--- config.mk ---
export PLATFORM = sky130hd
export DESIGN_NAME = audio_clip_player
export DESIGN_NICKNAME = d
export VERILOG_FILES = /design/src/rtl/audio_clip_player.sv
export SDC_FILE = /design/constraint.sdc
export NUM_CORES = 1
export LEC_CHECK = 0
export BUFFER_PORTS_ARGS = -buffer_cell sky130_fd_sc_hd__buf_2
export CAP_MARGIN = 20
export CORE_ASPECT_RATIO = 1.4
export CORE_MARGIN = 8
export CORE_UTILIZATION = 40
export CTS_CLUSTER_DIAMETER = 150
export CTS_CLUSTER_SIZE = 8
export DETAILED_ROUTE_END_ITERATION = 10
export GPL_ROUTABILITY_DRIVEN = 0
export HOLD_SLACK_MARGIN = 0.05
export PLACE_DENSITY = 0.6
export SYNTH_ARGS = -nofsm -noshare
export SYNTH_HDL_FRONTEND = slang
export SYNTH_SLANG_ARGS = --single-unit
--- constraint.sdc ---
create_clock -name clk -period 3.98 [get_ports clk]
set_input_delay 0 -clock clk [delete_from_list [all_inputs] [get_ports clk]]
set_output_delay 0 -clock clk [all_outputs]
set_load 0.05 [all_outputs]
--- src/rtl/audio_clip_player.sv ---
// Clip playback engine: plays a digit clip then a colour clip from a synchronous
// clip ROM into the codec write port, pulsing sampleDone at the end of each clip.
module audio_clip_player #(
    parameter int CLIP_LEN    = 16384,
    parameter int ADDR_W      = 18,
    parameter int DATA_W      = 24,
    parameter int ACK_TIMEOUT = 1024
) (
    input  logic              clk,
    input  logic              reset,
    input  logic              redCountAudioRequest,
    input  logic              greenCountAudioRequest,
    input  logic              redAudioRequest,
    input  logic              greenAudioRequest,
    input  logic              sampleDoneAck,
    input  logic [3:0]        redCount,
    input  logic [3:0]        greenCount,
    output logic [ADDR_W-1:0] romAddr,
    input  logic [DATA_W-1:0] romData,
    output logic [DATA_W-1:0] audioOut,
    output logic              audioWrite,
    input  logic              audioReady,
    output logic              sampleDone,
    output logic              busy,
    output logic              ackTimeout
);

    localparam int OFF_W = (CLIP_LEN > 1) ? $clog2(CLIP_LEN) : 1;
    localparam int TMR_W = (ACK_TIMEOUT > 1) ? $clog2(ACK_TIMEOUT) : 1;
    localparam logic [OFF_W-1:0] OFF_LAST = OFF_W'(CLIP_LEN - 1);
    localparam logic [TMR_W-1:0] TMR_LAST = TMR_W'(ACK_TIMEOUT - 1);
    localparam logic [3:0] IDX_RED   = 4'd10;
    localparam logic [3:0] IDX_GREEN = 4'd11;
    localparam logic PH_COUNT = 1'b0;
    localparam logic PH_COLOR = 1'b1;

    typedef enum logic [2:0] {
        S_IDLE, S_FETCH, S_LOAD, S_PUSH, S_DONE, S_WAIT_COLOR
    } state_t;

    state_t            state_q, state_d;
    logic [3:0]        idx_q, idx_d;
    logic              phase_q, phase_d;
    logic [OFF_W-1:0]  offset_q, offset_d;
    logic [TMR_W-1:0]  timer_q, timer_d;
    logic [DATA_W-1:0] audio_q, audio_d;
    logic              ack_to_q, ack_to_d;

    logic last_sample;
    logic color_accept;

    // Counts above 9 saturate to the "9" clip.
    function automatic logic [3:0] digit_idx(input logic [3:0] c);
        return (c > 4'd9) ? 4'd9 : c;
    endfunction

    assign last_sample  = (offset_q == OFF_LAST);
    assign color_accept = sampleDoneAck && (redAudioRequest || greenAudioRequest);

    always_ff @(posedge clk or posedge reset) begin
        if (reset) begin
            state_q <= S_IDLE;
        end else begin
            state_q <= state_d;
        end
    end

    always_comb begin
        state_d = state_q;
        case (state_q)
            S_IDLE: begin
                if (redCountAudioRequest || greenCountAudioRequest) begin
                    state_d = S_FETCH;
                end
            end
            S_FETCH: state_d = S_LOAD;
            S_LOAD:  state_d = S_PUSH;
            S_PUSH: begin
                if (audioReady) begin
                    state_d = last_sample ? S_DONE : S_FETCH;
                end
            end
            S_DONE: state_d = (phase_q == PH_COUNT) ? S_WAIT_COLOR : S_IDLE;
            S_WAIT_COLOR: begin
                if (color_accept) begin
                    state_d = S_FETCH;
                end else if (timer_q == TMR_LAST) begin
                    state_d = S_IDLE;
                end
            end
            default: state_d = S_IDLE;
        endcase
    end

    always_comb begin
        audioWrite = (state_q == S_PUSH);
        sampleDone = (state_q == S_DONE);
        busy       = (state_q != S_IDLE);
    end

    always_comb begin
        idx_d    = idx_q;
        phase_d  = phase_q;
        offset_d = offset_q;
        timer_d  = timer_q;
        audio_d  = audio_q;
        ack_to_d = ack_to_q;
        case (state_q)
            S_IDLE: begin
                if (redCountAudioRequest) begin
                    idx_d    = digit_idx(redCount);
                    phase_d  = PH_COUNT;
                    offset_d = '0;
                    ack_to_d = 1'b0;
                end else if (greenCountAudioRequest) begin
                    idx_d    = digit_idx(greenCount);
                    phase_d  = PH_COUNT;
                    offset_d = '0;
                    ack_to_d = 1'b0;
                end
            end
            S_LOAD: audio_d = romData;
            S_PUSH: begin
                if (audioReady && !last_sample) begin
                    offset_d = offset_q + 1'b1;
                end
            end
            S_DONE: timer_d = '0;
            S_WAIT_COLOR: begin
                timer_d = timer_q + 1'b1;
                if (sampleDoneAck && redAudioRequest) begin
                    idx_d    = IDX_RED;
                    phase_d  = PH_COLOR;
                    offset_d = '0;
                end else if (sampleDoneAck && greenAudioRequest) begin
                    idx_d    = IDX_GREEN;
                    phase_d  = PH_COLOR;
                    offset_d = '0;
                end else if (timer_q == TMR_LAST) begin
                    ack_to_d = 1'b1;
                end
            end
            default: ;
        endcase
    end

    always_ff @(posedge clk or posedge reset) begin
        if (reset) begin
            idx_q    <= '0;
            phase_q  <= PH_COUNT;
            offset_q <= '0;
            timer_q  <= '0;
            audio_q  <= '0;
            ack_to_q <= 1'b0;
        end else begin
            idx_q    <= idx_d;
            phase_q  <= phase_d;
            offset_q <= offset_d;
            timer_q  <= timer_d;
            audio_q  <= audio_d;
            ack_to_q <= ack_to_d;
        end
    end

    // Address is held from FETCH so the ROM word lands in LOAD; zero under reset.
    assign romAddr    = ADDR_W'(idx_q) * ADDR_W'(CLIP_LEN) + ADDR_W'(offset_q);
    assign audioOut   = audio_q;
    assign ackTimeout = ack_to_q;

endmodule

== After elaboration in Yosys (flattened, before gate mapping) ==
Cells that the tools add are included.
Widths: inputs -> output; s select.

* Bits in registers: 57
* Bits of input ports: 40
* Output and inout port bits: 46
* Logic and storage cells: 74

* Add/sub/neg operators: 3
* $lt $le $gt $ge: 2
* Eq/ne operators: 16
* Multiplexer cells: 30
* Reduce and logical (&&, ||, !) cells: 16

{| class="wikitable"
|+ Operators by type and width
! operator !! number
|-
| $mux 14 || 5
|-
| $pmux 14 s3 || 1
|-
| $mux 4 || 6
|-
| $pmux 10 s2 || 1
|-
| $add 18x14->18 || 1
|-
| $mux 3 || 6
|-
| $pmux 3 s6 || 1
|-
| $add 14x1->14 const B || 1
|-
| $eq 14x14->1 const B || 1
|-
| $add 10x1->10 const B || 1
|-
| $eq 10x10->1 const B || 1
|-
| $ne 3x3->1 const B || 3
|-
| $gt 4x4->1 const B || 2
|-
| $ne 2x2->1 const B || 4
|-
| $pmux 4 s2 || 1
|-
| $mux 1 || 7
|-
| $eq 3x2->1 const B || 2
|-
| $eq 3x3->1 const B || 2
|-
| $reduce_and 3->1 || 2
|-
| $reduce_bool 3->1 || 2
|-
| $reduce_and 5->1 || 1
|-
| $logic_and 1x1->1 || 4
|-
| $ne 2x1->1 const B || 2
|-
| $pmux 1 s2 || 2
|-
| other kinds (6) || 8
|}

== Longest topological paths before layout ==
* Word-level depth: 5
* Gate-level depth with buffers: 9
* Depth with buffers taken out: 7

== Worst setup path after synthesis ==
Ideal clock, no wire load.

* Path type: register to register
* Start point: reg offset_q[7]
* End point: reg state_q[0]
* Setup time: 128 ps
* Arrival: 1726 ps
* Data required time: 3852 ps
* Path slack: 2126 ps
* Stages on the path, launching flop included: 7
* Path buffers: 1
* Period minus slack after synthesis: 1854 ps
* Cells stage by stage: dfrtp_1 and4_1 buf_4 nand4_4 a221o_1 nor3_1 a21oi_1

* Cells in the longest elaborated chain, start to end: 4

{| class="wikitable"
|+ Ends and longest elaborated chain
! item !! RTL line !! text
|-
| start: declaration || 44 || <nowiki>logic [OFF_W-1:0] offset_q, offset_d;</nowiki>
|-
| start signal: assignment || 158 || <nowiki>offset_q <= offset_d;</nowiki>
|-
| $eq 14x14->1 || 57 || <nowiki>assign last_sample = (offset_q == OFF_LAST);</nowiki>
|-
| $mux 3 || 80 || <nowiki>state_d = last_sample ? S_DONE : S_FETCH;</nowiki>
|-
| $mux 3 || 79 || <nowiki>if (audioReady) begin</nowiki>
|-
| $pmux 3 s6 || 70 || <nowiki>case (state_q)</nowiki>
|-
| end signal: assignment || 64 || <nowiki>state_q <= state_d;</nowiki>
|-
| end: declaration || 41 || <nowiki>state_t state_q, state_d;</nowiki>
|}

Every way passes these cells. The select of a mux whose other input is x is not followed.
A chain may end at the register's enable or synchronous reset.

== Final worst setup path ==
* Start point: reg state_q[0]
* End point: reg audio_q[13] (netlist: audioOut[13])

* Cells in the longest elaborated chain, start to end: 1

{| class="wikitable"
|+ Ends and longest elaborated chain
! item !! RTL line !! text
|-
| $eq 3x2->1 || 108 || <nowiki>case (state_q)</nowiki>
|-
| end signal: assignment || 160 || <nowiki>audio_q <= audio_d;</nowiki>
|-
| end: declaration || 46 || <nowiki>logic [DATA_W-1:0] audio_q, audio_d;</nowiki>
|}

Every way passes these cells.

==> metrics.txt <==
synth unique cells=53; row count=37; register area share after synthesis=0.490; Clk Latency, worst-skew pair=0.33 ns; Max clock buf depth=2; htree depth=3; DIE AREA=0.0103 sq mm; Setup TNS Final=0 ns; clk_skew=0.00647 ns; sequential cell area=0.00143 sq mm; wire per inst=15.2 microns; WS Path Type=flip-flop to flip-flop; Global Route Usage Sum=0.154; GRT busiest layer=met2; largest net degree at the start of global routing=58; syn nets=323; Top-Level Pins=86; Synth area leader=dfrtp_1; CTS tree=done; most common cell in the netlist=dfrtp_1; WP data required=4.19 ns; multi-input logic area=0.00137 sq mm; Setup-failing EPs final=0; RR Startpoint=state_q[0]; number of port buffers=85; clock sink total=57; worst hold stages=3; initial core utilization=0.403; gr ovfl total=0; fraction of registers with async set/reset=1.00; met2 Track Usage GR=0.284; hpwl dp=5320 microns; drt total wl=7560 microns; commonest cells in the netlist=57 x dfrtp_1, 29 x nand2_1, 25 x nor2_1; hold_sp=greenCountAudioRequest; top-area cell type share of the netlist area=0.490; RSZ-0062 raised after global routing=no; vias in the first global route=2557; clock slew at reported path FFs=0.07 ns; R2R setup slack=1.77 ns; Synth Area per Inst=10.4 sq um; CP Data Arrival Time=2.42 ns; P&R area growth vs syn=33.2%; WHS Endpoint=ackTimeout; Post-Syn Area=0.00291 sq mm; Ys Warns=0; Primary FF master, synth=dfrtp_1; Final Hold Viols=0; worst reg2reg path depth=3; min cycle time layout=2.21 ns; drt initial violations=120; die width=88.1 microns; CTS resizes=0; leakage power=1.78 nW; Worst Path Max Fanout=24; synth top area cells=dfrtp_1 49%, mux2_2 7.7%, nand2_1 3.7%, nor2_1 3.2%, mux2i_1 2.4%; Root Buffer=clkbuf_8; CP startpoint kind=flip-flop; VDD IR max=0.359 mV; EDFF count, synth=0; Hold Path Class=input port to flip-flop; Layout Nets=439; Max-cap violations=0; share of layout cells above drive strength 1=0.341; 1st-pass router iterations=4; first-pass GRT wire length=12300 microns; Via density=5.10; Final period util=0.556; Setup crit end kind=flip-flop; power per cell area=727 mW/mm^2; Slew @ Worst Pin=1.02 ns; post-cts hold buffer count=32; met3 Usage GRT=0.0321; DRT antenna net count=0; filler instances=678; DRC Markers=0; initial antenna violation count=0; post-synthesis register bit count=57; Max Freq=452 MHz; met1 Use GR=0.166; die extent in y=117 microns; r2r endpoint=audioOut[13]; Slew Limit Fails=0; Power, Total=0.00282 W; status=finished, final reports clean; antenna cells=0; core footprint=0.00722 sq mm; CTS buffer count=9; total number of vias=2544; Post-CTS Setup Bufs=0; Gate Count Post-Synth=281; slew margin rel.=0.319
==> worst max-delay path by stage <==
| stage | from | to | slack (ns) | cells past startpoint |
|---|---|---|---|---|
| CTS | state_q[0] | audioOut[13] | 1.71 | 3 |
| finish | state_q[0] | audioOut[13] | 1.77 | 3 |
| global route | state_q[0] | audioOut[13] | 1.53 | 3 |
| floorplan | offset_q[7] | state_q[0] | 2.13 | 6 |
| detailed placement | state_q[0] | audioOut[6] | 1.72 | 3 |
| global placement | state_q[0] | audioOut[13] | 1.76 | 3 |
==> critical path: stages (launching register included) <==
cell and delay, ns:
dfrtp_1 0.55, inv_1 0.27, and2_1 0.85, mux2_2 0.42
==> kinds of logic (layout without fill, tap and decap cells) <==
family | count (synthesis) | count (layout) | share of synthesized area
and+or+nand+nor | 108 | 108 | 0.196
AOI/OAI and AO/OA | 57 | 57 | 0.139
DFF | 57 | 57 | 0.490
muxes | 31 | 31 | 0.117
buffers and inverters | 23 | 144 | 0.0412
xor gates and xnor gates | 3 | 3 | 0.00902
adders and majority gates | 2 | 2 | 0.00859
==> placed cells by master, fill, tap and decap left out, drive strengths merged, types with 2 or more instances in the layout <==
cell,instances
a22o,3
dlygate4sd3,32
a31o,2
xor2,3
dfrtp,57
clkinv,5
clkinvlp,2
nand4,7
nor3b,3
a32o,2
nand2,30
a21o,2
mux2i,7
o21ai,16
and3,5
a31oi,5
and2,4
nand2b,2
o22ai,2
nor3,10
nand3,11
a41oi,2
a21oi,12
clkbuf,9
or3,2
inv,10
nor2,27
and4,3
ha,2
a211oi,2
buf,86
mux2,24
o311ai,2
==> through the flow <==
stage          hold slack [ns]  instances  cell area [sq um]  utilization  setup WS, ns
4_1_cts                 0.0625        499               3880        0.537          1.71
3_5_place_dp             0.221        451               3390        0.469          1.72
5_1_grt                  0.116        499               3880        0.537          1.53
3_3_place_gp             0.215        451               3390        0.469          1.76
6_report                 0.115        499               3880        0.537          1.77
2_1_floorplan            0.135        281               2910            -          2.13
==> per-layer routing <==
metal | routed length, microns | up-vias
met5 | 0 | -
met4 | 89 | 0
met3 | 275 | 7
met2 | 4240 | 54
met1 | 2960 | 1235
li1 | - | 1248
==> state kept, by name, indices dropped and copies added, names as in the netlist <==
name,flops
phase_q,1
timer_q,10
offset_q,14
ackTimeout,1
audioOut,24
state_q,3
idx_q,4
==> cell type report <==
type | instances | area share
clock buffers | 9 | 0.0319
well taps | 97 | 0.0313
inverters | 10 | 0.0103
clock inverters | 7 | 0.0123
flip-flops and latches | 57 | 0.368
multi-input cells | 201 | 0.352
repair buffers | 118 | 0.194
==> report_power, final <==
part	leakage [nW]	switching [W]	internal, W	total (W)
clock network	0.0850	0.000240	0.000224	0.000464
logic	0.984	0.00103	0.000412	0.00144
registers	0.715	0.000150	0.000770	0.000920
total	1.78	0.00142	0.00141	0.00282
Power figures use the tool's default switching activity.
